### src/rtl/mc_ctrl_pkg.sv
// Shared encodings for the multi-cycle MIPS control unit.
// Optional ADDI support is enabled by defining MC_CTRL_ADDI_EN.
package mc_ctrl_pkg;

  localparam logic [5:0] OP_R    = 6'b000000;
  localparam logic [5:0] OP_LW   = 6'b100011;
  localparam logic [5:0] OP_SW   = 6'b101011;
  localparam logic [5:0] OP_BEQ  = 6'b000100;
  localparam logic [5:0] OP_BNE  = 6'b000101;
  localparam logic [5:0] OP_J    = 6'b000010;
  localparam logic [5:0] OP_ADDI = 6'b001000;

  typedef enum logic [3:0] {
    S_FETCH  = 4'd0,
    S_DECODE = 4'd1,
    S_MEMADR = 4'd2,
    S_MEMRD  = 4'd3,
    S_MEMWB  = 4'd4,
    S_MEMWR  = 4'd5,
    S_EXEC   = 4'd6,
    S_ALUWB  = 4'd7,
    S_BEQ    = 4'd8,
    S_BNE    = 4'd9,
    S_JUMP   = 4'd10,
    S_ADDIEX = 4'd11,
    S_ADDIWB = 4'd12,
    S_TRAP   = 4'd15
  } state_e;

  typedef enum logic [1:0] {
    ALU_ADD   = 2'b00,
    ALU_SUB   = 2'b01,
    ALU_FUNCT = 2'b10
  } alu_op_e;

  typedef enum logic [1:0] {
    SRCB_B     = 2'b00,
    SRCB_FOUR  = 2'b01,
    SRCB_IMM   = 2'b10,
    SRCB_IMMSH = 2'b11
  } src_b_e;

  typedef enum logic [1:0] {
    PC_ALU    = 2'b00,
    PC_ALUOUT = 2'b01,
    PC_JUMP   = 2'b10
  } pc_src_e;

  typedef struct packed {
    logic    pc_write;
    logic    branch_eq;
    logic    branch_ne;
    logic    iord;
    logic    mem_read;
    logic    mem_write;
    logic    ir_write;
    logic    mem_to_reg;
    logic    reg_dst;
    logic    reg_write;
    logic    alu_src_a;
    src_b_e  alu_src_b;
    alu_op_e alu_op;
    pc_src_e pc_src;
    logic    instr_done;
  } ctrl_t;

  function automatic logic op_known(input logic [5:0] op);
    logic addi_ok;
`ifdef MC_CTRL_ADDI_EN
    addi_ok = 1'b1;
`else
    addi_ok = 1'b0;
`endif
    return (op == OP_R) || (op == OP_LW) ||
           (op == OP_SW) || (op == OP_BEQ) ||
           (op == OP_BNE) || (op == OP_J) ||
           (addi_ok && (op == OP_ADDI));
  endfunction

endpackage

### src/rtl/mc_ctrl_decode.sv
// State-to-control output decoder (Moore, plus mem_ready terms).
// ADDI states decode only when MC_CTRL_ADDI_EN is defined.
module mc_ctrl_decode
  import mc_ctrl_pkg::*;
(
  input  state_e state_i,
  input  logic   mem_ready_i,
  output ctrl_t  ctrl_o
);

  // Per-state control word; everything unlisted stays 0
  always_comb begin
    ctrl_o = '0;
    unique case (state_i)
      S_FETCH: begin
        ctrl_o.mem_read  = 1'b1;
        ctrl_o.alu_src_b = SRCB_FOUR;
        ctrl_o.alu_op    = ALU_ADD;
        ctrl_o.pc_src    = PC_ALU;
        ctrl_o.ir_write  = mem_ready_i;
        ctrl_o.pc_write  = mem_ready_i;
      end
      S_DECODE: begin
        ctrl_o.alu_src_b = SRCB_IMMSH;
        ctrl_o.alu_op    = ALU_ADD;
      end
      S_MEMADR: begin
        ctrl_o.alu_src_a = 1'b1;
        ctrl_o.alu_src_b = SRCB_IMM;
        ctrl_o.alu_op    = ALU_ADD;
      end
      S_MEMRD: begin
        ctrl_o.mem_read = 1'b1;
        ctrl_o.iord     = 1'b1;
      end
      S_MEMWB: begin
        ctrl_o.reg_write  = 1'b1;
        ctrl_o.mem_to_reg = 1'b1;
        ctrl_o.instr_done = 1'b1;
      end
      S_MEMWR: begin
        ctrl_o.mem_write  = 1'b1;
        ctrl_o.iord       = 1'b1;
        ctrl_o.instr_done = mem_ready_i;
      end
      S_EXEC: begin
        ctrl_o.alu_src_a = 1'b1;
        ctrl_o.alu_src_b = SRCB_B;
        ctrl_o.alu_op    = ALU_FUNCT;
      end
      S_ALUWB: begin
        ctrl_o.reg_write  = 1'b1;
        ctrl_o.reg_dst    = 1'b1;
        ctrl_o.instr_done = 1'b1;
      end
      S_BEQ, S_BNE: begin
        ctrl_o.alu_src_a  = 1'b1;
        ctrl_o.alu_src_b  = SRCB_B;
        ctrl_o.alu_op     = ALU_SUB;
        ctrl_o.pc_src     = PC_ALUOUT;
        ctrl_o.branch_eq  = (state_i == S_BEQ);
        ctrl_o.branch_ne  = (state_i == S_BNE);
        ctrl_o.instr_done = 1'b1;
      end
      S_JUMP: begin
        ctrl_o.pc_write   = 1'b1;
        ctrl_o.pc_src     = PC_JUMP;
        ctrl_o.instr_done = 1'b1;
      end
`ifdef MC_CTRL_ADDI_EN
      S_ADDIEX: begin
        ctrl_o.alu_src_a = 1'b1;
        ctrl_o.alu_src_b = SRCB_IMM;
        ctrl_o.alu_op    = ALU_ADD;
      end
      S_ADDIWB: begin
        ctrl_o.reg_write  = 1'b1;
        ctrl_o.instr_done = 1'b1;
      end
`endif
      default: ;
    endcase
  end

endmodule

### src/rtl/mips_multicycle_control.sv
// Multi-cycle MIPS control FSM: state register and next-state logic.
// Define MC_CTRL_ADDI_EN to add the ADDIEX/ADDIWB path.
module mips_multicycle_control
  import mc_ctrl_pkg::*;
#(
  parameter bit TRAP_ON_ILLEGAL = 1'b1
) (
  input  logic       clk,
  input  logic       rst_n,
  input  logic [5:0] opcode,
  input  logic       mem_ready,
  output logic       pc_write,
  output logic       branch_eq,
  output logic       branch_ne,
  output logic       iord,
  output logic       mem_read,
  output logic       mem_write,
  output logic       ir_write,
  output logic       mem_to_reg,
  output logic       reg_dst,
  output logic       reg_write,
  output logic       alu_src_a,
  output logic [1:0] alu_src_b,
  output logic [1:0] alu_op,
  output logic [1:0] pc_src,
  output logic       instr_done,
  output logic       illegal_op,
  output logic [3:0] state
);

  state_e state_q, state_d;
  ctrl_t  ctrl;
  logic   known;

  assign known = op_known(opcode);

  // State register, async reset back to FETCH
  always_ff @(posedge clk or negedge rst_n) begin
    if (!rst_n) state_q <= S_FETCH;
    else        state_q <= state_d;
  end

  // Next-state sequencing; opcode only consulted in DECODE/MEMADR
  always_comb begin
    state_d = state_q;
    unique case (state_q)
      S_FETCH:  if (mem_ready) state_d = S_DECODE;
      S_DECODE: begin
        if (!known) begin
          state_d = TRAP_ON_ILLEGAL ? S_TRAP : S_FETCH;
        end else begin
          unique case (1'b1)
            (opcode == OP_LW),
            (opcode == OP_SW):  state_d = S_MEMADR;
            (opcode == OP_R):   state_d = S_EXEC;
            (opcode == OP_BEQ): state_d = S_BEQ;
            (opcode == OP_BNE): state_d = S_BNE;
            (opcode == OP_J):   state_d = S_JUMP;
`ifdef MC_CTRL_ADDI_EN
            (opcode == OP_ADDI): state_d = S_ADDIEX;
`endif
            default: state_d = S_FETCH;
          endcase
        end
      end
      S_MEMADR: state_d = (opcode == OP_SW) ? S_MEMWR : S_MEMRD;
      S_MEMRD:  if (mem_ready) state_d = S_MEMWB;
      S_MEMWR:  if (mem_ready) state_d = S_FETCH;
      S_EXEC:   state_d = S_ALUWB;
`ifdef MC_CTRL_ADDI_EN
      S_ADDIEX: state_d = S_ADDIWB;
`endif
      S_TRAP:   state_d = S_TRAP;
      default:  state_d = S_FETCH;
    endcase
  end

  mc_ctrl_decode u_decode (
    .state_i     (state_q),
    .mem_ready_i (mem_ready),
    .ctrl_o      (ctrl)
  );

  // Strobes are killed while reset is low so an abort never writes
  assign pc_write   = ctrl.pc_write   & rst_n;
  assign branch_eq  = ctrl.branch_eq  & rst_n;
  assign branch_ne  = ctrl.branch_ne  & rst_n;
  assign mem_read   = ctrl.mem_read   & rst_n;
  assign mem_write  = ctrl.mem_write  & rst_n;
  assign ir_write   = ctrl.ir_write   & rst_n;
  assign reg_write  = ctrl.reg_write  & rst_n;
  assign instr_done = ctrl.instr_done & rst_n;
  assign illegal_op = rst_n &
    (((state_q == S_DECODE) && !known) ||
     (state_q == S_TRAP));

  assign iord       = ctrl.iord;
  assign mem_to_reg = ctrl.mem_to_reg;
  assign reg_dst    = ctrl.reg_dst;
  assign alu_src_a  = ctrl.alu_src_a;
  assign alu_src_b  = ctrl.alu_src_b;
  assign alu_op     = ctrl.alu_op;
  assign pc_src     = ctrl.pc_src;
  assign state      = state_q;

endmodule

### config.mk
export PLATFORM = sky130hd
export DESIGN_NAME = mips_multicycle_control
export DESIGN_NICKNAME = d
export VERILOG_FILES = /design/src/rtl/mc_ctrl_pkg.sv /design/src/rtl/mc_ctrl_decode.sv /design/src/rtl/mips_multicycle_control.sv
export SDC_FILE = /design/constraint.sdc
export NUM_CORES = 1
export LEC_CHECK = 0
export CAP_MARGIN = 20
export CORE_MARGIN = 1
export CORE_UTILIZATION = 42
export DETAILED_ROUTE_END_ITERATION = 12
export PLACE_DENSITY = 0.84
export SLEW_MARGIN = 20
export SYNTH_ARGS = -nofsm -noshare
export SYNTH_HDL_FRONTEND = slang
export SYNTH_SLANG_ARGS = --single-unit
### constraint.sdc
create_clock -name clk -period 2.5 [get_ports clk]
set_input_delay 0.625 -clock clk [delete_from_list [all_inputs] [get_ports clk]]
set_output_delay 0.625 -clock clk [all_outputs]
set_load 0.1 [all_outputs]
==> flow_summary_export.csv, run 1 <==
group,metric,value,unit
run_status,outcome,"stopped before the end",
run_status,stop_stage,"detailed placement",
run_status,error,"[ERROR DPL-0038] Utilization greater than 100%, impossible to legalize",
synthesis,synthAdderAreaFrac,0,%
synthesis,postSynthAreaPerCell,7.30,um2
synthesis,syn_nets,94,
floorplan,die_w,40.4,um
synthesis,synth-edff-count,0,
synthesis,ys_warn_count,0,
synthesis,yosys_most_used_dff,"dfrtp_1",
floorplan,row_count,13,
synthesis,syn-cell-area,621,um2
floorplan,ios,32,
placed_design,place_congestion,0.868,
synthesis,synth.area.mux_share,0,%
floorplan,initial_core_util,46.5,%
synthesis,synth_compound_area_share,26.4,%
synthesis,async_reset_ff_share,100,%
synthesis,synth_top_family_by_area,"simple AND/OR/NAND/NOR gates",
synthesis,synth.distinct_cells,44,
floorplan,fp.dieH,40.4,um
synthesis,synth_xor_area_share,4.23,%
synthesis,syn-instance-count,85,
synthesis,synthSimpleGateAreaFrac,43.3,%
placed_design,io_buffers,31,
synthesis,ys_seq_area_share,16.1,%
synthesis,synth-seq-cells,4,
==> synthesized netlist by cell type (2+ instances only) <==
master	number	area, um2
inv_1	3	11.3
xnor2_1	2	17.5
nor2_1	12	45.0
buf_2	4	20.0
nor3b_1	3	22.5
nand2b_1	2	12.5
nor3_2	2	20.0
nand2_1	6	22.5
nor3_1	6	30.0
buf_6	2	22.5
dfrtp_1	4	100
o21ai_0	6	30.0
nand3b_1	2	15.0
==> metrics by stage <==
stage | setup WS (ps) | cells | setup TNS (ps) | cell area (um2)
after floorplan | -854 | 85 | -2140 | 851
after global placement | -291 | 139 | -378 | 1420
==> logic make-up after synthesis <==
logic type                count (synthesis)
and+or+nand+nor                          45
AOI/OAI and AO/OA                        23
buffers and inverters                    10
DFF                                       4
xor gates and xnor gates                  3
==> run 2: changes to the inputs <==
--- a/config.mk
+++ b/config.mk
@@ -6,10 +6,10 @@
 export NUM_CORES = 1
 export LEC_CHECK = 0
 export CAP_MARGIN = 20
-export CORE_MARGIN = 1
-export CORE_UTILIZATION = 42
+export CORE_AREA = 2 2 63 65
 export DETAILED_ROUTE_END_ITERATION = 12
-export PLACE_DENSITY = 0.84
+export DIE_AREA = 0 0 65 67
+export PLACE_DENSITY_LB_ADDON = 0.15
 export SLEW_MARGIN = 20
 export SYNTH_ARGS = -nofsm -noshare
 export SYNTH_HDL_FRONTEND = slang
==> run 2 against run 1 <==
The flow now finishes without violations; synthesized cell count stayed put; area after synthesis stayed put.
==> flow_summary_export.csv, run 2 <==
group,metric,value,unit
run_status,outcome,"finished, final reports clean",
sta,hold_violations,0,
clock_network,cts.sinks,4,
worst_setup_path,critPathKind,"in -> out",
synthesis,yosys_most_used_dff,"dfrtp_1",
grt,gr-usage-all-layers,11.5,%
job,cap_violations,0,
floorplan,initial_core_util,17.2,%
sta,tightest_slew,414,ps
grt,antenna_found_initial,0,
grt,overflow,0,
floorplan,coreArea,3610,um2
layout,largest_reg_flops,4,
synthesis,post-synth-top-area-fraction,16.1,%
layout,layout_common_cells,"buf_12, buf_4, nor2_4",
clock_network,cts_buffers,3,
routing,drt_wl_total,2350,um
clock_network,cts_buffer_depth,2,
layout,nFillCells,359,
synthesis,synth_common_cells,"nor2_1, nand2_1, nor3_1, o21ai_0",
sta,fmax,407,MHz
synthesis,yosys-top-cells-area,"dfrtp_1, nor2_1, nor3_1",
synthesis,syn-instance-count,85,
floorplan,die-area,4360,um2
worst_setup_path,path_cells,"dlygate4sd2_1, or2b_1, nand3b_1, a31oi_4, nor3b_4, buf_12",
layout,regArea,115,um2
sta,final.min_clock_period,2450,ps
synthesis,syn-cell-area,621,um2
routing,vias_per_cell,4.56,
sta,skew,0.974,ps
worst_setup_path,end_kind,"output port",
synthesis,syn_nets,94,
synthesis,synth-edff-count,0,
synthesis,ys_seq_area_share,16.1,%
worst_setup_path,slowest_stage,"dlygate4sd2_1",
synthesis,synth.distinct_cells,44,
placed_design,dp_hpwl,1800,um
sta,grt_setup_unrepaired,"no",
floorplan,fp.dieH,67,um
synthesis,synth_most_common_cell,"nor2_1",
routing,drt-initial-drc-count,45,
layout,multi_input_area,688,um2
worst_setup_path,cp_slowest_stage_delay,280,ps
clock_network,cts_tree,"built",
routing,drc,0,
worst_setup_path,crit_fanout,3,
synthesis,async_reset_ff_share,100,%
layout,drive_above_1_share,59.5,%
placed_design,io_buffers,31,
grt,grt_pass1_vias,853,
grt,grt_pass1_wl,3930,um
sta,slew_viol_final,0,
layout,syn_to_final_growth,153,%
worst_setup_path,cpLargestDelayFamily,"simple AND/OR/NAND/NOR gates",
routing,drt_pass1_iterations,4,
synthesis,yosys.area.top_type,"dfrtp_1",
worst_setup_path,cp_data_required_time,1880,ps
clock_network,htree_num_levels,1,
routing,antenna_left,0,
synthesis,synth-seq-cells,4,
synthesis,postSynthAreaPerCell,7.30,um2
worst_setup_path,critPathLaunchType,"input pin",
grt,grt_max_degree,22,
clock_network,ctsRootBufferMaster,"clkbuf_8",
placed_design,dpl_worst_slack,-348,ps
sta,setup_violations,0,
floorplan,row_count,22,
sta,fin_crit_sh,98.2,%
routing,wl_per_cell,13.1,um
sta,setup_ws,45.9,ps
min_path,min_path_type,"in -> async",
clock_network,clock_latency,220,ps
floorplan,ios,32,
placed_design,place_congestion,0.712,
layout,diodes,0,
sta,slew_headroom,71.7,%
worst_setup_path,path_buf_inv,2,
layout,layout.nets,142,
clock_network,path_clk_slew,30,ps
routing,vias,816,
floorplan,die_w,65,um
worst_setup_path,critical_path_arrival,1830,ps
synthesis,ys_warn_count,0,
[run 2: cell counts after synthesis]
No cell type changed its count.
[run 2: logic make-up (layout without fill, tap and decap cells)]
family	count (synthesis)	count (layout)	synth area share, %
and+or+nand+nor	45	45	43.3
xor gates and xnor gates	3	3	4.23
AOI/OAI and AO/OA	23	23	26.4
DFF	4	4	16.1
buffers and inverters	10	56	9.88
[run 2: cell type report]
class	count	share of cell area, %
multi-input cells	71	43.8
repair buffers	50	41.7
flip-flops and latches	4	7.33
well taps	48	3.82
clock buffers	3	2.63
inverters	3	0.717
[run 2: worst min-delay path, stage by stage]
cell and delay [ps]:
dlymetal6s2s_1 130, buf_4 130, buf_4 130
[run 2: path summary, 6_finish.rpt]
path | cells past startpoint | from | end | slack (ps)
hold reg to reg | 1 | state[3] | state[2] | 800
setup / recovery | 6 | opcode[2] | illegal_op | 50
min in group clk | 1 | state[3] | state[2] | 800
max in group asynchronous | 3 | rst_n | state[3] | 1910
setup reg to reg | 4 | state[1] | state[2] | 860
hold / removal | 3 | rst_n | state[1] | 470
[run 2: timing repair]
action / 4_1_cts / 5_1_grt
buffers inserted: 0 / 1
gates cloned: 0 / 0
resized for setup: 10 / 6
setup endpoints to repair: 3 / 5
pin swaps: 4 / 4
hold buffers: 0 / 0
[run 2: metal layers]
layer,GRT usage (%),vias to the layer above,wire (um)
met2,21.1,22,1340
met3,2.03,0,82
met4,1.60,0,0
met1,14.1,388,926
met5,0,-,0
li1,-,406,-
[run 2: per-stage QoR]
stage          instance area [um2]  instances  hold slack [ps]  utilization [%]  TNS (ps)
3_5_place_dp                  1480        175              816             41.2      -485
6_report                      1570        179              466             43.5         0
4_1_cts                       1540        178              815             42.7     -56.0
3_3_place_gp                  1480        175              795             41.2      -449
2_1_floorplan                  851         85              329                -     -2140
5_1_grt                       1570        179              496             43.5         0
Power of run 2 is not shown: default switching activity piles up to over one toggle a cycle in this logic, so the estimate is an artifact.
==> run 3: changes to the inputs <==
--- a/config.mk
+++ b/config.mk
@@ -9,6 +9,7 @@
 export CORE_AREA = 2 2 63 65
 export DETAILED_ROUTE_END_ITERATION = 12
 export DIE_AREA = 0 0 65 67
+export GPL_ROUTABILITY_DRIVEN = 0
 export PLACE_DENSITY_LB_ADDON = 0.15
 export SLEW_MARGIN = 20
 export SYNTH_ARGS = -nofsm -noshare
==> results of run 3 <==
No change in the layout: final DEF, timing and power equal those of run 2.
Power of run 3 is left out for the same reason.
